==> config.mk <==
export PLATFORM = sky130hd
export DESIGN_NAME = state_frame_tx
export DESIGN_NICKNAME = d
export VERILOG_FILES = /design/src/rtl/state_frame_tx.sv
export SDC_FILE = /design/constraint.sdc
export NUM_CORES = 1
export LEC_CHECK = 0
export BUFFER_PORTS_ARGS = -buffer_cell sky130_fd_sc_hd__buf_2
export CORE_MARGIN = 4
export CORE_UTILIZATION = 45
export DETAILED_ROUTE_END_ITERATION = 7
export GPL_TIMING_DRIVEN = 0
export PLACE_DENSITY_LB_ADDON = 0.12
export REMOVE_ABC_BUFFERS = 1
export SLEW_MARGIN = 0
export SYNTH_ARGS = -nofsm -noshare
export SYNTH_HDL_FRONTEND = slang
export SYNTH_SLANG_ARGS = --single-unit
==> constraint.sdc <==
create_clock -name clk_pixel_in -period 1.7 [get_ports clk_pixel_in]
set_input_delay 0.17 -clock clk_pixel_in [delete_from_list [all_inputs] [get_ports clk_pixel_in]]
set_output_delay 0.17 -clock clk_pixel_in [all_outputs]
set_load 0.02 [all_outputs]
==> src/rtl/state_frame_tx.sv <==
// Serial frame transmitter for board-to-board game-state exchange: shadows NUM_CH
// channels and sends {HEADER, seq, channels, csum} MSB first once the required set is fresh.
module state_frame_tx #(
    parameter int                NUM_CH      = 2,
    parameter int                CH_WIDTH    = 48,
    parameter int                SEQ_WIDTH   = 4,
    parameter int                DATA_PERIOD = 100,
    parameter logic [7:0]        HEADER      = 8'hA5,
    parameter logic [NUM_CH-1:0] INIT_RECV   = '0
) (
    input  logic                         clk_pixel_in,
    input  logic                         rst_n_in,
    input  logic                         self_started_in,
    input  logic                         opponent_started_in,
    input  logic [NUM_CH*CH_WIDTH-1:0]   ch_data_in,
    input  logic [NUM_CH-1:0]            ch_valid_in,
    input  logic [NUM_CH-1:0]            ch_required_in,
    output logic                         data_out,
    output logic                         data_clk_out,
    output logic                         sel_out,
    output logic                         busy_out,
    output logic                         frame_sent_out,
    output logic [SEQ_WIDTH-1:0]         seq_out
);
    localparam int PAY_W   = SEQ_WIDTH + NUM_CH * CH_WIDTH;
    localparam int PAD_W   = ((PAY_W + 7) / 8) * 8;
    localparam int FRAME_W = 16 + PAY_W;
    localparam int CYC_W   = $clog2(DATA_PERIOD);
    localparam int BIT_W   = $clog2(FRAME_W);

    localparam logic [CYC_W-1:0] CYC_LAST = CYC_W'(DATA_PERIOD - 1);
    localparam logic [CYC_W-1:0] CYC_HALF = CYC_W'(DATA_PERIOD / 2);
    localparam logic [BIT_W-1:0] BIT_LAST = BIT_W'(FRAME_W - 1);

    typedef enum logic [1:0] {IDLE, LOAD, SHIFT, GAP} state_t;

    state_t                       state_q, state_d;
    logic [CYC_W-1:0]             cyc_q, cyc_d;
    logic [BIT_W-1:0]             bit_q, bit_d;
    logic [FRAME_W-1:0]           shreg_q, shreg_d;
    logic [SEQ_WIDTH-1:0]         seq_q, seq_d;
    logic [NUM_CH-1:0]            recv_q, recv_d;
    logic [NUM_CH*CH_WIDTH-1:0]   shadow_q, shadow_d;
    logic                         beacon_q, beacon_d;
    logic                         trigger;

    // Payload is zero-padded at the MSB to whole bytes before the byte-wise XOR.
    function automatic logic [7:0] csum_f(input logic [PAY_W-1:0] p);
        logic [PAD_W-1:0] pad;
        logic [7:0]       acc;
        pad = PAD_W'(p);
        acc = '0;
        for (int i = 0; i < PAD_W / 8; i++) begin
            acc = acc ^ pad[i*8 +: 8];
        end
        return acc;
    endfunction

    assign trigger = self_started_in && opponent_started_in && (ch_required_in != '0)
                     && ((recv_q & ch_required_in) == ch_required_in);

    always_comb begin
        state_d  = state_q;
        cyc_d    = cyc_q;
        bit_d    = bit_q;
        shreg_d  = shreg_q;
        seq_d    = seq_q;
        recv_d   = recv_q | ch_valid_in;
        shadow_d = shadow_q;
        beacon_d = self_started_in && !opponent_started_in;

        for (int i = 0; i < NUM_CH; i++) begin
            if (ch_valid_in[i]) shadow_d[i*CH_WIDTH +: CH_WIDTH] = ch_data_in[i*CH_WIDTH +: CH_WIDTH];
        end

        if (!self_started_in || !opponent_started_in) begin
            state_d = IDLE;
            cyc_d   = '0;
            bit_d   = '0;
        end else begin
            case (state_q)
                IDLE: if (trigger) state_d = LOAD;
                LOAD: begin
                    shreg_d = {HEADER, seq_q, shadow_q, csum_f({seq_q, shadow_q})};
                    // A strobe landing in the LOAD cycle stays pending for the next frame.
                    recv_d  = ch_valid_in;
                    state_d = SHIFT;
                    cyc_d   = '0;
                    bit_d   = '0;
                end
                SHIFT: begin
                    if (cyc_q == CYC_LAST) begin
                        cyc_d   = '0;
                        shreg_d = shreg_q << 1;
                        if (bit_q == BIT_LAST) state_d = GAP;
                        else                   bit_d = bit_q + BIT_W'(1);
                    end else begin
                        cyc_d = cyc_q + CYC_W'(1);
                    end
                end
                GAP: begin
                    if (cyc_q == CYC_LAST) begin
                        cyc_d   = '0;
                        seq_d   = seq_q + SEQ_WIDTH'(1);
                        state_d = IDLE;
                    end else begin
                        cyc_d = cyc_q + CYC_W'(1);
                    end
                end
                default: state_d = IDLE;
            endcase
        end
    end

    always_ff @(posedge clk_pixel_in) begin
        if (!rst_n_in) begin
            state_q  <= IDLE;
            cyc_q    <= '0;
            bit_q    <= '0;
            shreg_q  <= '0;
            seq_q    <= '0;
            recv_q   <= INIT_RECV;
            shadow_q <= '0;
            beacon_q <= 1'b0;
        end else begin
            state_q  <= state_d;
            cyc_q    <= cyc_d;
            bit_q    <= bit_d;
            shreg_q  <= shreg_d;
            seq_q    <= seq_d;
            recv_q   <= recv_d;
            shadow_q <= shadow_d;
            beacon_q <= beacon_d;
        end
    end

    assign data_out       = (state_q == SHIFT) && shreg_q[FRAME_W-1];
    assign data_clk_out   = (state_q == SHIFT) ? (cyc_q >= CYC_HALF) : beacon_q;
    assign sel_out        = (state_q != SHIFT);
    assign busy_out       = (state_q != IDLE);
    assign frame_sent_out = (state_q == GAP) && (cyc_q == CYC_LAST);
    assign seq_out        = seq_q;
endmodule

==> impl_metrics.csv, run 1 <==
group,metric,value,unit
status,outcome,"complete, but fails checks",
status,violations,"setup timing",
power,ir_drop,0.652,mV
die,rows,56,
logic_synthesis,async_flop_share,0,%
logic_synthesis,syn_inst,1056,
global_routing,grt_max_degree,126,
timing,tns,-10.24,ns
power,p_leak,6.76,nW
die,die_area,26600,µm²
finish,final_cell_area,14800,µm²
timing,hold_viol,0,
timing,final.setup.worst_slack,-0.142,ns
logic_synthesis,ys_types,42,
finish,n_antenna_cell,0,
worst_setup_path,critPathKind,"reg -> reg",
die,dieWidth,163,µm
flow_run,maxCapViolations,0,
global_routing,grtUsageTotal,19.4,%
routing,wl,26400,µm
timing,relSlewSlack,39.0,%
die,coreArea,23500,µm²
power,powerDensity,869,nW/µm²
place,place.gp.congestion,0.750,
finish,syn_to_final_growth,36.5,%
routing,detail-route-antenna-nets,0,
worst_setup_path,cp-start-kind,"flip-flop",
finish,final_util,62.7,%
global_routing,overflow,0,
logic_synthesis,ys_seq_area_share,43.5,%
finish,stdcell_count,1612,
timing,clock-skew-final,0.00942,ns
timing,holdWs,0.102,ns
timing,min_period,1.84,ns
timing,fmaxAchievable,543,MHz
worst_setup_path,worst_ep_required_time,2.11,ns
clock_network,clockBufferDepth,3,
place,pre_cts_ws,-0.812,ns
clock_network,cts_root_buffer,"clkbuf_16",
finish,final_nets,1387,
logic_synthesis,synth_warnings,0,
global_routing,antenna_found_initial,0,
routing,drc_errors,0,
die,ios,113,
timing,fin_crit_sh,108,%
worst_setup_path,critPathMaxFanout,9,
logic_synthesis,syn_avg_cell_area,10.2,µm²
worst_setup_path,crit_path_end_kind,"flip-flop",
place,place_area,11700,µm²
place,dp_cells,1421,
power,total_power,12.8,mW
global_routing,grt_pass1_wl,42300,µm
routing,vias_per_cell,4.98,
clock_network,clkTransAtPathRegs,0.06,ns
finish,final_common_cell,"dfxtp_1",
finish,final_cell_mix,"dfxtp_1 (228), mux2i_1 (195), buf_2 (104), nor2b_1 (103), o211a_1 (100)",
die,fp.dieH,163,µm
routing,num_vias,8023,
routing,drt_iter0_drc,472,
logic_synthesis,synth_ff_type,"dfxtp_1",
clock_network,cts_buffers,26,
timing,setup_viol,120,
finish,final_layout_size_suffix_gt1_share,22.4,%
global_routing,grtUsageMet1,27.6,%
clock_network,cts-htree-levels,1,
clock_network,cts_tree,"done",
timing,worstMarginPinSlew,0.915,ns
logic_synthesis,syn_area,10800,µm²
logic_synthesis,ys_seq_elements,235,
routing,wl_per_cell,16.4,µm
clock_network,clock_latency,0.52,ns
global_routing,use_met2,31.6,%
min_path,min_path_type,"in -> reg",
global_routing,busiest_layer,"met2",
timing,drv_slew,0,
die,start_util,45.9,%
worst_setup_path,arrival,2.25,ns
logic_synthesis,synth_edf_count,0,
place,port_buffers,112,
place,hpwl,15300,µm
clock_network,clock_sinks,235,
timing,rsz0062_at_grt,"yes",
global_routing,met3_usage,2.71,%
global_routing,grt_pass1_vias,7941,
routing,first_pass_iters,4,
-- synth_stat cells (all sizes together), types with 8 or more instances --
cell type	number	area, µm²
a21oi	12	63.8
buf	42	205
clkbuf	33	124
dfxtp	235	4700
ha	8	100
mux2i	197	1970
nand2	119	447
nand3	8	40.0
nor2	27	101
nor2b	104	651
nor3	9	45.0
o211a	100	1000
xnor2	87	762
xor2	13	114
-- repair_timing --
action | CTS | global route
gates cloned | 10 | 5
hold endpoints to repair | 97 | 0
hold buffers | 98 | 0
gates resized for setup | 87 | 64
setup endpoints to repair | 139 | 129
pin swaps | 15 | 5
buffers inserted | 24 | 8
-- area by class of cell --
cell class              count  area (µm²)
fillers                  1987        8790
multi-input cells         741        6100
flip-flops and latches    235        4720
repair buffers            266        2640
clock buffers              45         823
well taps                 319         399
inverters                   5        33.8
clock inverters             1        30.0
-- worst max-delay path, stage by stage, from the launching register on --
cell and delay [ns]:
dfxtp_4 0.38, ha_4 0.14, and4b_2 0.27, nand2_4 0.09, a21oi_4 0.16, buf_12 0.18
buf_12 0.16, clkbuf_16 0.16, nand2_1 0.05, o211a_1 0.12
-- layer usage --
metal	routed length [µm]	part of all wire, %	vias up
met5	0	0	-
met2	12100	46	114
li1	-	-	4128
met1	13100	49	3746
met4	431	1.6	0
met3	831	3.1	35
-- cell families (layout without fill, tap and decap cells) --
family / Yosys count / after routing / synth area share (%)
muxes: 198 / 198 / 18.3
adders and majority gates: 8 / 8 / 0.926
and+or+nand+nor: 294 / 294 / 13.7
DFF: 235 / 235 / 43.5
AOI/OAI and AO/OA: 139 / 139 / 11.8
buffers and inverters: 80 / 317 / 3.22
xor gates and xnor gates: 102 / 102 / 8.52
-- power by group --
part | switching (mW) | internal (mW) | leakage, nW
clock network | 2.19 | 3.40 | 0.416
logic | 0.625 | 0.797 | 4.42
registers | 0.146 | 5.66 | 1.92
total | 2.96 | 9.86 | 6.76
-- worst paths after layout --
check / start / endpoint / slack [ns] / cells after the start
worst max-delay path: cyc_q[1]$_SDFFE_PP0N_ / shreg_q[43]$_SDFFE_PN0P_ / -0.14 / 9
worst min-delay path: rst_n_in / shreg_q[93]$_SDFFE_PN0P_ / 0.10 / 2
worst max register to register: cyc_q[1]$_SDFFE_PP0N_ / shreg_q[43]$_SDFFE_PN0P_ / -0.14 / 9
worst min register to register: shreg_q[110]$_SDFFE_PN0P_ / shreg_q[111]$_SDFFE_PN0P_ / 0.46 / 2
-- flip-flops by register name, indices dropped and copies added (netlist names) --
name,cells
seq_out,4
shreg_q,116
recv_q,2
bit_q,7
state_q,2
cyc_q,7
beacon_q,1
shadow_q,96
(Power assumes the default switching activity.)
==> run 2: changes to the inputs <==
Settings changed: PLACE_DENSITY_LB_ADDON 0.12 to 0.2.
==> impl_metrics.csv, run 2 (synthesis gave the netlist of run 1 again) <==
group,metric,value,unit
routing,drt_iter0_drc,555,
worst_setup_path,slowest_delay,0.37,ns
timing,drv_slew,0,
die,start_util,45.9,%
finish,final_layout_size_suffix_gt1_share,26.6,%
die,dieWidth,163,µm
routing,detail-route-antenna-nets,0,
worst_setup_path,critPathMaxFanout,5,
finish,final_nets,1411,
timing,relSlewSlack,38.4,%
timing,holdWs,0.0987,ns
place,pre_cts_ws,-0.849,ns
place,dp_cells,1423,
finish,largest_reg_flops,116,
finish,stdcell_count,1636,
finish,syn_to_final_growth,43.0,%
timing,fmaxAchievable,523,MHz
global_routing,grt_pass1_vias,8293,
power,ir_drop,0.644,mV
finish,fill_cells,1855,
place,port_buffers,112,
finish,final_cell_mix,"dfxtp_1 (229), mux2i_1 (196), buf_2 (104), nor2b_1 (103), o211a_1 (100)",
clock_network,cts_root_buffer,"clkbuf_16",
routing,wl,28400,µm
timing,worstMarginPinSlew,0.925,ns
power,powerDensity,879,nW/µm²
die,rows,56,
finish,top_regs,"shreg_q (116), shadow_q (96)",
power,p_leak,7.05,nW
min_path,min_path_type,"in -> reg",
global_routing,grtUsageTotal,20.9,%
global_routing,antenna_found_initial,0,
timing,min_period,1.91,ns
die,coreArea,23500,µm²
status,violations,"setup timing",
timing,clock-skew-final,0.00778,ns
worst_setup_path,critPathTopFamily,"buffers and inverters",
global_routing,grt_max_degree,79,
clock_network,clock_latency,0.52,ns
timing,hold_viol,0,
worst_setup_path,cp_cell_sequence,"ha_4, and4b_2, nand2_4, a21oi_4, buf_12, buf_16, buf_16, clkbuf_16, nand2_2, o211a_1",
clock_network,clockBufferDepth,3,
die,die_area,26600,µm²
worst_setup_path,cp-start-kind,"flip-flop",
routing,first_pass_iters,4,
worst_setup_path,crit_path_end_kind,"flip-flop",
place,place.gp.congestion,0.798,
die,fp.dieH,163,µm
worst_setup_path,cp_slowest_cell,"dfxtp_4",
routing,wl_per_cell,17.4,µm
status,outcome,"complete, but fails checks",
place,hpwl,15400,µm
worst_setup_path,cp_common_cell,"buf_16",
timing,rsz0062_at_grt,"yes",
routing,vias_per_cell,5.07,
worst_setup_path,critPathKind,"reg -> reg",
flow_run,maxCapViolations,0,
worst_setup_path,cp_num_buf_inv,4,
timing,setup_viol,125,
timing,fin_crit_sh,112,%
global_routing,grt_pass1_wl,45300,µm
clock_network,cts_buffers,27,
routing,num_vias,8288,
finish,final_common_cell,"dfxtp_1",
global_routing,overflow,0,
clock_network,cts-htree-levels,1,
clock_network,cts_tree,"done",
worst_setup_path,arrival,2.33,ns
finish,n_antenna_cell,0,
timing,final.setup.worst_slack,-0.210,ns
die,ios,113,
clock_network,clock_sinks,235,
clock_network,clkTransAtPathRegs,0.06,ns
worst_setup_path,worst_ep_required_time,2.12,ns
finish,top_register,"shreg_q",
power,total_power,13.6,mW
routing,drc_errors,0,
worst_setup_path,r2r_slack,-0.21,ns
==> run 2: cell count changes in the layout (fill, tap and decap cells not counted), moves of 7 or more <==
cell and change:
nand2_1 -27, buf_12 +8, nand2_4 +10, buf_6 +7, nand2_2 +17, buf_16 +9
==> run 2: worst paths after layout <==
kind / from / to / depth (start not counted)
worst max register to register: cyc_q[0]$_SDFFE_PP0N_ / shreg_q[68]$_SDFFE_PN0P_ / 10
worst min-delay path: rst_n_in / shreg_q[101]$_SDFFE_PN0P_ / 2
worst min register to register: shreg_q[111]$_SDFFE_PN0P_ / shreg_q[111]$_SDFFE_PN0P_ / 2
worst max-delay path: cyc_q[0]$_SDFFE_PP0N_ / shreg_q[68]$_SDFFE_PN0P_ / 10
==> run 2: final cells by class <==
class / count / area, µm² / area share [%]
sequential: 235 / 4720 / 30.5
multi-input combinational: 741 / 6280 / 40.6
inverter: 5 / 31.3 / 0.202
tap: 319 / 399 / 2.58
timing repair buffer: 289 / 3060 / 19.8
clock buffer: 36 / 749 / 4.85
clock inverter: 11 / 219 / 1.42
==> run 2: what timing repair did <==
| item | in CTS | in global routing |
|---|---|---|
| endpoints found under the setup margin | 137 | 136 |
| setup buffers | 40 | 8 |
| resized for setup | 150 | 80 |
| pin swaps | 16 | 21 |
| gates cloned | 18 | 8 |
| endpoints found under the hold margin | 97 | 0 |
| hold buffers | 98 | 0 |
==> run 2: power by group <==
group	internal [mW]	switching [mW]
logic	0.809	0.645
registers	5.66	0.147
clock network	4.00	2.33
==> run 2: metrics by stage <==
| step | TNS [ns] | instance area, µm² | utilization [%] |
|---|---|---|---|
| global placement | -2051.39 | 11400 | 48.6 |
| detailed placement | -64.66 | 11700 | 49.8 |
| global route | -25.07 | 15500 | 65.6 |
| CTS | -13.28 | 15000 | 63.8 |
| floorplan | -1082.03 | 10500 | - |
| finish | -17.89 | 15500 | 65.6 |
==> run 2: routing by layer <==
layer  up-vias  GRT usage [%]  part of all wire [%]
met4         0           4.77                   1.5
met3        32           2.35                   2.6
li1       4175              -                     -
met5         -              0                     0
met1      3962           29.3                    47
met2       119           34.6                    49
==> run 2: worst reg2reg max path: stages (launching register included) <==
cell       delay (ns)
dfxtp_4          0.37
ha_4             0.13
and4b_2          0.27
nand2_4          0.09
a21oi_4          0.21
buf_12           0.14
buf_16           0.13
buf_16           0.14
clkbuf_16        0.16
nand2_2          0.05
o211a_1          0.13
==> run 3: changes to the inputs <==
Settings changed: CORE_ASPECT_RATIO set to 0.75, GPL_TIMING_DRIVEN 0 to unset.
==> impl_metrics.csv, run 3 (synthesis gave the netlist of run 1 again) <==
group,metric,value,unit
timing,fin_crit_sh,109,%
die,coreArea,23300,µm²
clock_network,cts_buffers,25,
power,p_leak,6.71,nW
finish,ff_latch_area,4710,µm²
finish,top_register,"shreg_q",
finish,multi_input_area,5960,µm²
clock_network,clock_sinks,235,
finish,largest_reg_flops,116,
worst_setup_path,critPathKind,"reg -> reg",
clock_network,cts_tree,"done",
routing,drc_errors,0,
timing,hold_viol,0,
finish,final_cell_mix,"dfxtp_1 (230), mux2i_1 (197), nand2_1 (114), buf_2 (107), nor2b_1 (104)",
place,port_buffers,112,
status,violations,"setup timing",
finish,final_nets,1420,
worst_setup_path,crit_path_end_kind,"flip-flop",
worst_setup_path,cp-start-kind,"flip-flop",
clock_network,cts-htree-levels,1,
finish,top_regs,"shreg_q (116), shadow_q (96)",
timing,setup_viol,119,
status,outcome,"complete, but fails checks",
timing,rsz0062_at_grt,"yes",
finish,final_common_cell,"dfxtp_1",
timing,min_period,1.85,ns
power,p_clk_share,40.6,%
timing,final.setup.worst_slack,-0.145,ns
global_routing,grt_max_degree,70,
routing,first_pass_iters,4,
place,place_area,12200,µm²
finish,final_cell_area,14500,µm²
power,ir_drop,0.654,mV
routing,drt_iter0_drc,323,
power,powerDensity,846,nW/µm²
global_routing,antenna_found_initial,0,
die,rows,48,
routing,vias_per_cell,5.05,
timing,worstMarginPinSlew,0.430,ns
die,ios,113,
timing,relSlewSlack,71.2,%
worst_setup_path,worst_ep_required_time,2.11,ns
die,fp.dieH,142,µm
clock_network,clock_latency,0.52,ns
power,p_seq_share,47.5,%
timing,tns,-10.09,ns
finish,fill_cells,1915,
clock_network,clkTransAtPathRegs,0.06,ns
power,total_power,12.2,mW
global_routing,overflow,0,
power,combPwrFrac,11.9,%
min_path,min_path_type,"in -> reg",
place,place.gp.congestion,0.810,
die,start_util,46.4,%
global_routing,grtUsageTotal,19.0,%
routing,num_vias,8205,
timing,clock-skew-final,0.0113,ns
power,p_switching,2.99,mW
flow_run,maxCapViolations,0,
power,swShare,24.4,%
timing,holdWs,0.0735,ns
timing,drv_slew,0,
routing,detail-route-antenna-nets,0,
clock_network,cts_root_buffer,"clkbuf_16",
finish,n_antenna_cell,0,
global_routing,grt_pass1_vias,8036,
finish,syn_to_final_growth,33.9,%
routing,wl,26100,µm
die,dieWidth,187,µm
routing,wl_per_cell,16.1,µm
power,p_int,9.24,mW
worst_setup_path,arrival,2.25,ns
place,hpwl,17100,µm
timing,fmaxAchievable,542,MHz
finish,final_layout_size_suffix_gt1_share,21.3,%
place,pre_cts_ws,-0.123,ns
worst_setup_path,critPathMaxFanout,30,
global_routing,grt_pass1_wl,42100,µm
clock_network,clockBufferDepth,3,
die,die_area,26600,µm²
-- run 3: cell types whose count changed in the layout (fill, tap and decap cells not counted), sizes merged --
cell         before  now
buf             182  197
clkbuf           43   35
bufinv            6    0
clkinv            2    8
bufbuf            2    1
clkinvlp          1    2
dlygate4sd3      98   99
inv               7    6
-- run 3: worst paths after layout --
kind	from	endpoint	cells past startpoint	slack, ns
worst max-delay path	state_q[1]$_SDFFE_PP0P_	shreg_q[56]$_SDFFE_PN0P_	7	-0.15
worst min-delay path	ch_valid_in[0]	recv_q[0]$_SDFF_PN0_	3	0.07
worst max register to register	state_q[1]$_SDFFE_PP0P_	shreg_q[56]$_SDFFE_PN0P_	7	-0.15
worst min register to register	shreg_q[111]$_SDFFE_PN0P_	shreg_q[111]$_SDFFE_PN0P_	2	0.46
-- run 3: critical path: stages (launching register included) --
cell,delay (ns)
dfxtp_2,0.34
buf_6,0.11
ha_4,0.20
buf_4,0.27
buf_12,0.27
mux2i_1,0.33
nand2_1,0.09
o211a_1,0.12
-- run 3: cell type report --
| class | instances | area share (%) |
|---|---|---|
| multi-input combinational | 741 | 41.2 |
| sequential | 235 | 32.6 |
| timing repair buffer | 300 | 18.4 |
| clock buffer | 32 | 4.57 |
| tap | 300 | 2.59 |
| clock inverter | 11 | 0.510 |
| inverter | 5 | 0.182 |
-- run 3: metal layers --
metal	GRT usage (%)	part of all wire, %
met1	28.2	52
met2	29.6	43
met3	2.84	3.3
met4	3.70	1.5
met5	0	0
-- run 3: what timing repair did --
item | CTS | global route
pin swaps | 11 | 23
endpoints found under the setup margin | 123 | 138
setup buffers | 10 | 1
resized for setup | 38 | 47
cloned | 2 | 3
hold buffers | 99 | 0
endpoints found under the hold margin | 107 | 0
-- run 3: power groups by stage --
stage | registers [mW] | clock network, mW | logic (mW)
after global placement | 5.93 | 0 | 1.26
final | 5.81 | 4.97 | 1.46
after floorplan | 5.88 | 0 | 0.787
after detailed placement | 5.93 | 0 | 1.27
after CTS | 5.81 | 5.12 | 1.46
after global routing | 5.82 | 5.32 | 1.59
-- run 3: per-stage QoR --
stage	util (%)	instances
2_1_floorplan	-	981
3_3_place_gp	52.5	1468
3_5_place_dp	52.5	1468
4_1_cts	61.0	1621
5_1_grt	62.1	1624
6_report	62.1	1624
